## src/rtl/player_pkg.sv

```systemverilog
// Shared types and constants for the playback status controller.
package player_pkg;

   typedef enum logic [1:0] {
      STOP  = 2'd0,
      PLAY  = 2'd1,
      PAUSE = 2'd2
   } play_state_e;

   localparam logic [3:0] VOL_RESET_ATT  = 4'd8;
   localparam int         RESTART_THRESH = 3;

   // Attenuation is shown twice so the scan driver can read either byte.
   function automatic logic [15:0] vol_encode(input logic [3:0] att);
      return {att, 4'h0, att, 4'h0};
   endfunction

endpackage

```

## src/rtl/sec_tick_gen.sv

```systemverilog
// One-second prescaler: counts while enabled, holds while disabled, clears on demand.
module sec_tick_gen #(
   parameter int CLK_HZ = 100_000_000
) (
   input  logic CLK,
   input  logic RST,
   input  logic en,
   input  logic clr,
   output logic tick
);

   localparam int             CW   = (CLK_HZ > 2) ? $clog2(CLK_HZ) : 1;
   localparam logic [CW-1:0]  LAST = CW'(CLK_HZ - 1);

   logic [CW-1:0] cnt_q, cnt_d;

   assign tick = en && (cnt_q == LAST);

   always_comb begin
      cnt_d = cnt_q;
      if (clr) begin
         cnt_d = '0;
      end else if (en) begin
         cnt_d = (cnt_q == LAST) ? '0 : cnt_q + CW'(1);
      end
   end

   always_ff @(posedge CLK) begin
      if (RST) begin
         cnt_q <= '0;
      end else begin
         cnt_q <= cnt_d;
      end
   end

endmodule

```

## src/rtl/player_status_ctrl.sv

```systemverilog
// Turns debounced button levels into play state, elapsed time, track index and volume
// words for the seven-segment scan driver.
module player_status_ctrl
   import player_pkg::*;
#(
   parameter int CLK_HZ     = 100_000_000,
   parameter int TRACK_LEN  = 240,
   parameter int NUM_TRACKS = 8
) (
   input  logic        CLK,
   input  logic        RST,
   input  logic        BTN_PLAY,
   input  logic        BTN_NEXT,
   input  logic        BTN_PREV,
   input  logic        BTN_VUP,
   input  logic        BTN_VDN,
   output logic [15:0] DATA,
   output logic [15:0] VOL,
   output logic [2:0]  CURRENT,
   output logic        PLAYING,
   output logic        TRACK_START
);

   localparam logic [15:0] DATA_LAST  = 16'(TRACK_LEN - 1);
   localparam logic [2:0]  LAST_TRACK = 3'(NUM_TRACKS - 1);

   logic [4:0]  btn_lvl;
   logic [4:0]  btn_prev_q;
   logic [4:0]  btn_edge;
   logic        e_play, e_next, e_prev, e_vup, e_vdn;

   play_state_e state_q, state_d;
   logic [15:0] data_q, data_d;
   logic [2:0]  cur_q, cur_d;
   logic [3:0]  att_q, att_d;
   logic        playing_q, playing_d;
   logic        track_start_q, track_start_d;

   logic        tick;
   logic        tick_en, tick_clr;
   logic        tick_use;
   logic        nav_restart;

   assign btn_lvl  = {BTN_PLAY, BTN_NEXT, BTN_PREV, BTN_VUP, BTN_VDN};
   assign btn_edge = btn_lvl & ~btn_prev_q;
   assign {e_play, e_next, e_prev, e_vup, e_vdn} = btn_edge;

   // Any manual navigation restarts the second count so the new track gets a full first second.
   assign tick_en  = (state_q == PLAY);
   assign tick_clr = e_next || e_prev || (state_q == STOP);

   sec_tick_gen #(
      .CLK_HZ (CLK_HZ)
   ) u_tick (
      .CLK  (CLK),
      .RST  (RST),
      .en   (tick_en),
      .clr  (tick_clr),
      .tick (tick)
   );

   assign tick_use = tick && !e_next && !e_prev;

   always_comb begin
      data_d      = data_q;
      cur_d       = cur_q;
      nav_restart = 1'b0;

      if (e_next) begin
         cur_d       = (cur_q == LAST_TRACK) ? 3'd0 : cur_q + 3'd1;
         data_d      = '0;
         nav_restart = 1'b1;
      end else if (e_prev) begin
         if (data_q < 16'(RESTART_THRESH)) begin
            cur_d = (cur_q == 3'd0) ? LAST_TRACK : cur_q - 3'd1;
         end
         data_d      = '0;
         nav_restart = 1'b1;
      end else if (tick_use) begin
         if (data_q < DATA_LAST) begin
            data_d = data_q + 16'd1;
         end else begin
            data_d      = '0;
            cur_d       = (cur_q == LAST_TRACK) ? 3'd0 : cur_q + 3'd1;
            nav_restart = 1'b1;
         end
      end
   end

   always_comb begin
      state_d = state_q;
      if (e_play) begin
         case (state_q)
            STOP:    state_d = PLAY;
            PLAY:    state_d = PAUSE;
            PAUSE:   state_d = PLAY;
            default: state_d = STOP;
         endcase
      end
      playing_d = (state_d == PLAY);
      // Resuming from PAUSE keeps the audio position, so only a fresh start or a track change pulses.
      track_start_d = (state_d == PLAY) && (nav_restart || (state_q == STOP));
   end

   always_comb begin
      att_d = att_q;
      if (e_vup && !e_vdn && (att_q != 4'd0)) begin
         att_d = att_q - 4'd1;
      end else if (e_vdn && !e_vup && (att_q != 4'd15)) begin
         att_d = att_q + 4'd1;
      end
   end

   always_ff @(posedge CLK) begin
      if (RST) begin
         btn_prev_q    <= '1;
         state_q       <= STOP;
         data_q        <= '0;
         cur_q         <= '0;
         att_q         <= VOL_RESET_ATT;
         playing_q     <= 1'b0;
         track_start_q <= 1'b0;
      end else begin
         btn_prev_q    <= btn_lvl;
         state_q       <= state_d;
         data_q        <= data_d;
         cur_q         <= cur_d;
         att_q         <= att_d;
         playing_q     <= playing_d;
         track_start_q <= track_start_d;
      end
   end

   assign DATA        = data_q;
   assign VOL         = vol_encode(att_q);
   assign CURRENT     = cur_q;
   assign PLAYING     = playing_q;
   assign TRACK_START = track_start_q;

endmodule
```

## config.mk

```make
export PLATFORM = sky130hd
export DESIGN_NAME = player_status_ctrl
export DESIGN_NICKNAME = d
export VERILOG_FILES = /design/src/rtl/player_pkg.sv /design/src/rtl/sec_tick_gen.sv /design/src/rtl/player_status_ctrl.sv
export SDC_FILE = /design/constraint.sdc
export NUM_CORES = 1
export LEC_CHECK = 0
export CAP_MARGIN = 20
export CORE_MARGIN = 1.5
export CORE_UTILIZATION = 58
export DETAILED_ROUTE_END_ITERATION = 10
export GPL_TIMING_DRIVEN = 1
export PLACE_DENSITY = 0.91
export SLEW_MARGIN = 20
export SYNTH_ARGS = -nofsm -noshare
export SYNTH_HDL_FRONTEND = slang
export SYNTH_SLANG_ARGS = --single-unit
```

## constraint.sdc

```tcl
create_clock -name CLK -period 3.4 [get_ports CLK]
set_input_delay 0.68 -clock CLK [delete_from_list [all_inputs] [get_ports CLK]]
set_output_delay 0.68 -clock CLK [all_outputs]
set_load 0.01 [all_outputs]
```

# [Word level (Yosys, flattened, before mapping)]
# Index checks and enable logic that the tools add are counted.
[totals] register_bits=59 wordCells=67
[op_classes] n_reduce_logical=24 bitwise_logic=2 n_addsub=6 n_eq_ne=8 mux=17 magnitude_cmp=2
[ops] operator="adder 27 x 1 -> 27 bit, second input constant" n=1
[ops] operator="equality test 27 bit, second input constant" n=1
[ops] operator="two-way mux 27 bit" n=1
[ops] operator="two-way mux 3 bit" n=7
[ops] operator="adder 16 x 1 -> 16 bit, second input constant" n=1
[ops] operator="less-than comparator 16 x 2 -> 1 bit, second input constant" n=1
[ops] operator="less-than comparator 16 x 8 -> 1 bit, second input constant" n=1
[ops] operator="two-way mux 16 bit" n=1
[ops] operator="logical AND 1 bit" n=8
[ops] operator="two-way mux 4 bit" n=2
[ops] operator="bitwise AND 5 bit" n=1
[ops] operator="NOT 5 bit" n=1
[ops] operator="adder 4 x 1 -> 4 bit, second input constant" n=1
[ops] operator="equality test 2 x 1 -> 1 bit, second input constant" n=2
[ops] operator="logical NOT 1 bit" n=4
[ops] operator="two-way mux 1 bit" n=4
[ops] operator="inequality test 4 bit, second input constant" n=1
[ops] operator="one-hot mux 2 bit (2 select lines)" n=1
[ops] operator="nonzero test 4 bit" n=1
[ops] operator="OR reduction 2 bit" n=2
[ops] operator="subtractor 4 x 1 -> 4 bit, second input constant" n=1
[ops] operator="adder 3 x 1 -> 3 bit, second input constant" n=1
[ops] operator="equality test 3 bit, second input constant" n=1
[ops] operator="logical NOT 3 bit" n=1
[ops] operator="other kinds (11)" n=13

# [Logic depth before layout (Yosys ltp)]
# Gate-level depths: netlist (run 1).
[logic_depth] word_depth=10 mapped_depth=10

# [Modules after synthesis]
# A second synthesis (run 1) with hierarchy kept.
[hier_totals] cells_unflattened=352 area_unflattened_um2=3070.4
[by_module_without_submodules] module="player_status_ctrl" cells_each=196 seq_area_each_um2=640.6 instances=1 area_per_inst_um2=1722.9
[by_module_without_submodules] module="sec_tick_gen" cells_each=156 seq_area_each_um2=540.5 instances=1 area_per_inst_um2=1347.5

# [Worst setup path before layout (run 1)]
# Ideal clock, no wire load.
[synth_timing] path_type="input port to flip-flop" start="input port BTN_VDN" end="register att_q[3]" arrival_ns=2.319 path_buffers=1 slack_ns=0.964 path_stages=10 cell_sequence="nor2b_1 -> or3_1 -> clkbuf_1 -> inv_1 -> ha_1 -> a21o_1 -> a21oi_1 -> mux2i_1 -> xnor2_1 -> nand2b_1"
[synth_via] elab_chain_cells=5 word_cells_on_any_way=8
[synth_rtl] element="start: declaration" line_no="player_status_ctrl.sv:16" text="input logic BTN_VDN,"
[synth_rtl] element="bitwise AND 5 bit (*)" line_no="player_status_ctrl.sv:45" text="assign btn_edge = btn_lvl & ~btn_prev_q;"
[synth_rtl] element="logical NOT 1 bit" line_no="player_status_ctrl.sv:107" text="if (e_vup && !e_vdn && (att_q != 4'd0)) begin"
[synth_rtl] element="logical AND 1 bit (2 in series)" line_no="player_status_ctrl.sv:107"
[synth_rtl] element="two-way mux 4 bit or nonzero test 2 bit (tied branches)"
[synth_rtl] element="end signal: assignment" line_no="player_status_ctrl.sv:128" text="att_q <= att_d;"
[synth_rtl] element="end: declaration" line_no="player_status_ctrl.sv:35" text="logic [3:0] att_q, att_d;"
# Every way passes the cells marked *; elsewhere a longest branch is shown, timed or not.
# A chain may end at the register's enable or synchronous reset.

# [Final worst setup path (run 1)]
# Ends and elaborated chain as after synthesis.

==> results of run 1 <==
==> routing by layer <==
metal  vias to the layer above  GRT usage  wire, um
met5                         -          0         0
met4                         0     0.1030        97
met3                        12    0.08672       302
met2                        74     0.4008      3042
li1                       1286          -         -
met1                      1209     0.2960      2688
==> registers in the layout, indices dropped and copies added, names as in the netlist <==
register	count
u_tick.cnt_q	27
state_q	2
DATA	16
att_q	4
PLAYING	1
btn_prev_q	5
CURRENT	3
TRACK_START	1
==> power breakdown <==
part | internal [W] | total [W] | switching [W]
Sequential | 0.000704 | 0.000716 | 0.0000123
Clock | 0.000302 | 0.000549 | 0.000247
Combinational | 0.0000524 | 0.000107 | 0.0000545
==> cell usage in the layout, fill, tap and decap left out, types with 2 or more instances in the layout <==
cell	count
xor2_1	11
or4_1	3
and2_1	2
clkbuf_1	3
a41oi_1	2
inv_1	16
mux2i_1	4
a31oi_1	3
nor4b_1	3
buf_4	3
a21oi_1	16
nand3_1	20
nor3_1	10
o21ai_0	5
nand4b_1	2
and4_1	6
xnor2_1	21
clkdlybuf4s50_1	35
or3_1	8
a311oi_1	3
nand2b_1	4
dfxtp_1	59
nor2_1	48
clkinv_2	2
ha_1	8
or2_2	6
nand4_1	9
nor4_1	11
and3_1	7
nor2b_1	3
conb_1	8
clkbuf_8	11
nand2_1	21
==> worst min-delay path: stages (launching register included) <==
cell and delay (ns):
dfxtp_1 0.32, inv_1 0.05, a221oi_1 0.06
==> worst max path at each step <==
stage	endpoint	slack [ns]	cells after the start	from
final	att_q[3]	0.83	10	BTN_VDN
after detailed placement	att_q[3]	0.49	10	BTN_VDN
after global placement	att_q[3]	0.54	10	BTN_VDN
after floorplan	att_q[3]	0.96	10	BTN_VDN
after CTS	att_q[3]	0.85	10	BTN_VDN
after global routing	u_tick.cnt_q[24]	0.68	7	u_tick.cnt_q[0]
==> kinds of logic after synthesis <==
| family | count (synthesis) | synth area share |
|---|---|---|
| buf+inv | 39 | 0.06701 |
| fa+ha+maj | 9 | 0.04046 |
| compound gates | 38 | 0.08303 |
| mux | 4 | 0.01349 |
| xor+xnor | 32 | 0.09440 |
| simple gates | 169 | 0.3026 |
| other cells | 1 | 0.001263 |
| flops | 59 | 0.3978 |
==> through the flow <==
step           cell area [sq um]  cells  hold slack [ns]
6_report                    3486    456           0.4951
5_1_grt                     3486    456           0.5289
4_1_cts                     3486    456           0.4937
3_5_place_dp                3313    440           0.4820
3_3_place_gp                3313    440           0.4698
2_1_floorplan               2995    358           0.4633
==> layout make-up <==
cell class                 instances  area share
timing repair buffer              38      0.1070
inverter                          16     0.01723
clock buffer                      14     0.04666
multi-input combinational        260      0.4634
tap                               67     0.02405
clock inverter                     2    0.002872
sequential                        59      0.3388
==> flow_metrics.tcl, run 1 <==
set metrics [dict create \
    min_to "u_tick.cnt_q[1]" \
    totalWireLength_um 6129 \
    numCtsBuffers 9 \
    ctsHoldBuffers 0 \
    rows 25 \
    wl_per_cell_um 13.44 \
    rr_startpoint "u_tick.cnt_q[0]" \
    clock_path_buffers 2 \
    synth_area_per_cell_sq_um 8.459 \
    ys_ff_latch 59 \
    initial_core_util 0.6164 \
    slew_headroom 0.4879 \
    yosysWarnings 0 \
    r2r_slack_ns 0.86 \
    clk_latency_ns 0.33 \
    rsz0062_at_grt "no" \
    grt_max_degree 19 \
    via_count 2581 \
    syn_inst 351 \
    synth_edf_count 0 \
    grt_usage 0.2462 \
    yosysTopAreaCell "dfxtp_1" \
    fillers 379 \
    skew_ns 0.006604 \
    r2r_end "u_tick.cnt_q[10]" \
    hold_path.startpoint "u_tick.cnt_q[1]" \
    post_route_cells_drive_above_1_share 0.06427 \
    die_w_um 74.55 \
    synthFlopType "dfxtp_1" \
    post-place-ws_ns 0.4877 \
    syn_to_final_growth_pct 17.40 \
    cp.arrival_ns 2.79 \
    grt_pass1_vias 2361 \
    end_kind "flop" \
    via_per_inst 5.660 \
    crit_buf_inv 2 \
    hold_depth 2 \
    nNetsFinal 400 \
    crit_required_ns 3.63 \
    drtAntennaViolNets 0 \
    status "finished, final reports clean" \
    crit_chain "clkdlybuf4s50_1 -> nor2b_1 -> or3_1 -> inv_1 -> ha_1 -> a21o_1 -> a21oi_1 -> mux2i_1 -> xnor2_1 -> nand2b_1" \
    fin_ws_ns 0.8324 \
    grt_first_pass_wirelength_um 10360 \
    setup_viol 0 \
    coreArea_sq_um 4817 \
    final_util 0.7236 \
    crit_path_max_incr_delay_ns 0.46 \
    drt-pass1-iter-count 4 \
    p_total_w 0.001372 \
    drc 0 \
    synthesis.area_sq_um 2969 \
    yosysMostFrequentCell "dfxtp_1" \
    cts_tree "done" \
    multi_input_area_sq_um 1615 \
    p_per_area_nw_per_um2 393.7 \
    synth_area_leaders "dfxtp_1, xnor2_1, nor2_1" \
    peakVddDrop_mv 0.3554 \
    cts_setup_buffers 0 \
    post_cts_resized 0 \
    hpwl_um 4347 \
    gp_congestion 0.8631 \
    hold_viol_final 0 \
    synth_seq_area_share 0.3978 \
    fmax_ghz 0.3895 \
    tightest_slew_ns 0.7612 \
    crit_type "input pin to flop" \
    clkTransAtPathRegs_ns 0.06 \
    setup_tns_ns 0 \
    root_buffer "clkbuf_8" \
    synth.distinct_cells 47 \
    finalCritPeriodShare 0.7552 \
    htreeDepth 3 \
    fin_crit_ns 2.568 \
    slowest_stage "or3_1" \
    path_delay_family "simple AND/OR/NAND/NOR gates" \
    numClockSinks 59 \
    power_leakage_nw 1.168 \
    cp_max_fo 5 \
    final_max_slew_viol_count 0 \
    die_y_um 74.55 \
    hold_class "flop to flop" \
    yosys.area.top_type_share 0.3978 \
    drt_iter0_drc 109 \
    antenna_cells 0 \
    grt_remaining_overflow 0 \
    antenna_found_initial 0 \
    maxCapViolations 0 \
    regArea_sq_um 1181 \
    reg2reg_depth 7 \
    async_flop_share 0 \
    yosys-top-cells-count "dfxtp_1, nor2_1, nand2_1, xnor2_1, nand3_1" \
    worst_setup_path_start_kind "input pin" \
    io_buffer_count 35 \
    io_pins 44 \
    die_area_sq_um 5558 \
]
(Power assumes the default switching activity.)
==> run 2: changes to the inputs <==
--- a/config.mk
+++ b/config.mk
@@ -7,10 +7,10 @@
 export LEC_CHECK = 0
 export CAP_MARGIN = 20
 export CORE_MARGIN = 1.5
-export CORE_UTILIZATION = 58
+export CORE_UTILIZATION = 49
 export DETAILED_ROUTE_END_ITERATION = 10
 export GPL_TIMING_DRIVEN = 1
-export PLACE_DENSITY = 0.91
+export PLACE_DENSITY = 0.82
 export SLEW_MARGIN = 20
 export SYNTH_ARGS = -nofsm -noshare
 export SYNTH_HDL_FRONTEND = slang
==> constraint.sdc (replaced) <==
create_clock -name CLK -period 2.2 [get_ports CLK]
set_input_delay 0.44 -clock CLK [delete_from_list [all_inputs] [get_ports CLK]]
set_output_delay 0.44 -clock CLK [all_outputs]
set_load 0.01 [all_outputs]
==> run 2 against run 1 <==
Against the previous run: the flow now finishes with violations (negative setup slack); clock skew is 0.0018 ns higher; hold slack worse by 0.17 ns; clock power is 100% higher; wire length is 13% higher; clock-buffer cell count is 3 lower; utilization is 6.8 points lower; critical path depth is 5 lower; final area is 11% higher; sequential cell count stayed put; combinational power is 91% higher; final cell count is 8.1% higher.
==> flow_metrics.tcl, run 2 (synthesis gave the netlist of run 1 again) <==
set metrics [dict create \
    grt_remaining_overflow 0 \
    cp_common_cell "or4_4" \
    setup_viol 6 \
    final_util 0.6558 \
    cp_max_fo 6 \
    coreArea_sq_um 5886 \
    power_leakage_nw 1.375 \
    via_per_inst 5.375 \
    clock_path_buffers 2 \
    syn_to_final_growth_pct 30.00 \
    maxCapViolations 0 \
    die_y_um 80.84 \
    drc 0 \
    drt_iter0_drc 127 \
    drt-pass1-iter-count 4 \
    r2r_end "DATA[12]" \
    initial_core_util 0.5045 \
    crit_chain "or4b_1 -> or4_4 -> or3_4 -> or4_4 -> a21oi_2" \
    via_count 2650 \
    path_delay_family "simple AND/OR/NAND/NOR gates" \
    root_buffer "clkbuf_8" \
    cts_tree "done" \
    antenna_cells 0 \
    end_kind "flop" \
    crit_type "flop to flop" \
    reg2reg_depth 5 \
    nNetsFinal 430 \
    worst_setup_path_start_kind "flop" \
    min_to "btn_prev_q[0]" \
    p_per_area_nw_per_um2 627.9 \
    rr_startpoint "u_tick.cnt_q[25]" \
    fmax_ghz 0.4328 \
    crit_required_ns 2.48 \
    crit_path_max_incr_delay_ns 0.50 \
    htreeDepth 3 \
    tightest_slew_ns 0.6241 \
    rsz0062_at_grt "yes" \
    top_register "u_tick.cnt_q" \
    grt_usage 0.2264 \
    drtAntennaViolNets 0 \
    violations "negative setup slack" \
    fin_crit_ns 2.311 \
    grt_max_degree 27 \
    grt_pass1_vias 2500 \
    post_route_cells_drive_above_1_share 0.1699 \
    totalWireLength_um 6913 \
    gp_congestion 0.8549 \
    hpwl_um 4537 \
    clk_latency_ns 0.34 \
    rows 28 \
    setup_tns_ns -0.5306 \
    crit_buf_inv 0 \
    slew_headroom 0.5801 \
    p_total_w 0.002424 \
    hold_depth 2 \
    hold_viol_final 0 \
    hold_path.startpoint "BTN_VDN" \
    dp_cells 476 \
    finalCritPeriodShare 1.050 \
    die_w_um 80.84 \
    hold_class "input pin to flop" \
    peakVddDrop_mv 0.4692 \
    fin_ws_ns -0.1105 \
    final_common_cell "dfxtp_1" \
    r2r_slack_ns -0.11 \
    clkTransAtPathRegs_ns 0.07 \
    slowest_stage "or4b_1" \
    layout.cells.non_filler 493 \
    wl_per_cell_um 14.02 \
    largest_reg_flops 27 \
    die_area_sq_um 6535 \
    cp.arrival_ns 2.59 \
    numClockSinks 59 \
    status "finished with violations" \
    final_max_slew_viol_count 0 \
    io_buffer_count 35 \
    numCtsBuffers 9 \
    whs_ns 0.3275 \
    io_pins 44 \
    layout_common_cells "dfxtp_1, nor2_1, clkdlybuf4s50_1" \
    skew_ns 0.008423 \
    antenna_found_initial 0 \
    grt_first_pass_wirelength_um 11330 \
    fillers 455 \
]
run 2: cell count changes in the layout (fill, tap and decap cells not counted), moves of 3 or more:
| cell | change |
|---|---|
| buf_4 | +29 |
| a21oi_1 | -4 |
| a21oi_2 | +4 |
| clkbuf_1 | -3 |
| or3_4 | +3 |
| or3_1 | -3 |
run 2: worst max-delay path by stage:
stage	from	end	slack (ns)	depth (start not counted)
6_report	u_tick.cnt_q[25]	DATA[12]	-0.11	5
5_1_grt	u_tick.cnt_q[25]	DATA[2]	-0.19	6
4_1_cts	u_tick.cnt_q[25]	DATA[12]	-0.11	5
3_5_place_dp	BTN_VDN	att_q[3]	-0.42	10
3_3_place_gp	BTN_VDN	att_q[3]	-0.34	10
2_1_floorplan	u_tick.cnt_q[25]	DATA[12]	-0.07	5
run 2: metrics by stage:
stage / setup WS, ns / instance area (sq um)
6_report: -0.1105 / 3860
5_1_grt: -0.1936 / 3860
4_1_cts: -0.1124 / 3791
3_5_place_dp: -0.4229 / 3548
3_3_place_gp: -0.3367 / 3548
2_1_floorplan: -0.06591 / 2999
run 2: final cells by class:
| cell class | instances | area [sq um] | share of cell area |
|---|---|---|---|
| Multi-Input combinational cell | 260 | 1679 | 0.4350 |
| Clock buffer | 11 | 151.4 | 0.03922 |
| Timing Repair Buffer | 68 | 615.6 | 0.1595 |
| Tap cell | 75 | 93.84 | 0.02431 |
| Sequential cell | 59 | 1184 | 0.3066 |
| Clock inverter | 4 | 73.82 | 0.01912 |
| Inverter | 16 | 62.56 | 0.01621 |
run 2: worst register-to-register path: stages (launching register included):
cell and delay (ns):
dfxtp_2 0.31, or4b_1 0.50, or4_4 0.42, or3_4 0.38, or4_4 0.50, a21oi_2 0.14
run 2: what timing repair did:
action                                  CTS  global route
gates resized for setup                   2            14
setup buffers                             1             1
pin swaps                                 3             8
hold buffers                              0             0
endpoints found under the setup margin    8            41
run 2: routing by layer:
metal	vias up	wire, um	share of wire	track usage
li1	1337	-	-	-
met1	1229	3187	0.46	0.2762
met2	74	3292	0.48	0.3675
met3	10	349	0.050	0.08315
met4	0	84	0.012	0.07759
met5	-	0	0	0
run 2: where the power goes:
group	switching [W]	internal, W
Sequential	0.0000120	0.00109
Clock	0.000428	0.000693
Combinational	0.000102	0.000102
==> run 3: changes to the inputs <==
--- a/config.mk
+++ b/config.mk
@@ -6,7 +6,7 @@
 export NUM_CORES = 1
 export LEC_CHECK = 0
 export CAP_MARGIN = 20
-export CORE_MARGIN = 1.5
+export CORE_MARGIN = 10
 export CORE_UTILIZATION = 49
 export DETAILED_ROUTE_END_ITERATION = 10
 export GPL_TIMING_DRIVEN = 1
==> run 3 against run 2 <==
Against the previous run: the run still ends with negative setup slack left; setup slack lost 0.019 ns; clock skew grew 0.0044 ns; combinational power is essentially flat; global-route usage shrank 8.1 points; sequential share of layout area shrank 0.24 points; clock-buffer cell count grew 1; register-to-register slack lost 0.02 ns; sequential power is essentially flat; wire length grew 4.0%.
==> flow_metrics.tcl, run 3 (synthesis gave the netlist of run 1 again) <==
set metrics [dict create \
    clk_latency_ns 0.35 \
    io_buffer_count 35 \
    dp_cells 476 \
    layout.cells.non_filler 498 \
    setup_tns_ns -0.5687 \
    clkTransAtPathRegs_ns 0.07 \
    grt_first_pass_wirelength_um 11890 \
    crit_type "flop to flop" \
    r2r_end "DATA[14]" \
    rsz0062_at_grt "yes" \
    rows 28 \
    setup_viol 9 \
    via_per_inst 5.432 \
    combPwrFrac 0.084 \
    crit_required_ns 2.48 \
    clock_path_buffers 2 \
    post_route_cells_drive_above_1_share 0.1726 \
    netSwitchingFraction 0.2230 \
    cts_tree "done" \
    top_register "u_tick.cnt_q" \
    drtAntennaViolNets 0 \
    power_leakage_nw 1.396 \
    syn_to_final_growth_pct 31.02 \
    numCtsBuffers 9 \
    gp_congestion 0.8526 \
    clockPowerShare 0.463 \
    die_y_um 97.84 \
    p_switching_w 0.0005416 \
    htreeDepth 3 \
    hold_depth 2 \
    numClockSinks 59 \
    initial_core_util 0.5045 \
    slew_headroom 0.6236 \
    fin_ws_ns -0.1299 \
    root_buffer "clkbuf_8" \
    die_area_sq_um 9573 \
    wl_per_cell_um 14.44 \
    reg2reg_depth 5 \
    post-place-ws_ns -0.4407 \
    ctsHoldBuffers 0 \
    rr_startpoint "u_tick.cnt_q[25]" \
    grt_max_degree 27 \
    skew_ns 0.01281 \
    maxCapViolations 0 \
    startpoint "u_tick.cnt_q[25]" \
    final_max_slew_viol_count 0 \
    fin_crit_ns 2.330 \
    final_common_cell "dfxtp_1" \
    totalWireLength_um 7191 \
    drc 0 \
    via_count 2705 \
    cp_max_fo 6 \
    end_kind "flop" \
    tightest_slew_ns 0.5595 \
    antenna_found_initial 0 \
    hpwl_um 4987 \
    layout_common_cells "dfxtp_1, nor2_1, buf_4" \
    hold_class "input pin to flop" \
    whs_ns 0.3328 \
    grt_remaining_overflow 0 \
    r2r_slack_ns -0.13 \
    nNetsFinal 434 \
    hold_viol_final 0 \
    grt_usage 0.1451 \
    p_seq_frac 0.453 \
    grt_pass1_vias 2569 \
    peakVddDrop_mv 0.4937 \
    status "finished with violations" \
    p_per_area_nw_per_um2 624.2 \
    drt-pass1-iter-count 6 \
    coreArea_sq_um 5886 \
    internal-power_w 0.001887 \
    endpoint "DATA[14]" \
    finalCritPeriodShare 1.059 \
    cp.arrival_ns 2.61 \
    worst_setup_path_start_kind "flop" \
    antenna_cells 0 \
    largest_reg_flops 27 \
    violations "negative setup slack" \
    drt_iter0_drc 148 \
    die_w_um 97.84 \
    fmax_ghz 0.4292 \
    io_pins 44 \
]
==> run 3: how the worst min path moves through the flow <==
| stage | slack (ns) | start | to |
|---|---|---|---|
| after global routing | 0.34 | BTN_VUP | btn_prev_q[1] |
| final | 0.33 | BTN_VUP | btn_prev_q[1] |
| after detailed placement | 0.48 | DATA[12] | DATA[12] |
| after floorplan | 0.46 | u_tick.cnt_q[1] | u_tick.cnt_q[1] |
| after CTS | 0.49 | DATA[12] | DATA[12] |
| after global placement | 0.47 | DATA[12] | DATA[12] |
==> run 3: power by group through the flow <==
stage / sequential (W) / combinational (W) / clock (W)
floorplan: 0.00113 / 0.000111 / 0
global placement: 0.00112 / 0.000189 / 0
detailed placement: 0.00112 / 0.000195 / 0
CTS: 0.00110 / 0.000200 / 0.00114
global route: 0.00110 / 0.000224 / 0.00119
finish: 0.00110 / 0.000204 / 0.00113
==> run 3: what timing repair did <==
| action | 4_1_cts | 5_1_grt |
|---|---|---|
| setup buffers | 1 | 5 |
| pin swaps | 4 | 7 |
| gates resized for setup | 3 | 13 |
| endpoints found under the setup margin | 6 | 19 |
| gates cloned | 0 | 0 |
==> run 3: through the flow <==
step / cell area, sq um / total power [W] / util
2_1_floorplan: 2999 / 0.001244 / -
5_1_grt: 3890 / 0.002510 / 0.6609
3_5_place_dp: 3548 / 0.001317 / 0.6029
3_3_place_gp: 3548 / 0.001310 / 0.6029
6_report: 3890 / 0.002428 / 0.6609
4_1_cts: 3792 / 0.002436 / 0.6443
==> run 3: per-layer routing <==
layer / routed length [um] / vias to the layer above / track usage / share of wire
met5: 0 / - / 0 / 0
met4: 120 / 0 / 0.06488 / 0.017
met3: 433 / 13 / 0.05074 / 0.060
met2: 3417 / 70 / 0.2284 / 0.48
met1: 3219 / 1270 / 0.1738 / 0.45
li1: - / 1352 / - / -
==> run 3: area by class of cell <==
type                    instances  area, sq um
fillers                       461         1996
flip-flops and latches         59         1184
multi-input cells             260         1675
inverters                      16        60.06
clock buffers                  12        155.1
clock inverters                 4        72.57
repair buffers                 72        649.4
well taps                      75        93.84
==> run 3: critical path, stage by stage (launching register included) <==
cell and delay [ns]:
dfxtp_2 0.32, or4b_1 0.50, or4_4 0.42, or3_4 0.38, or4_1 0.49, a21oi_1 0.16
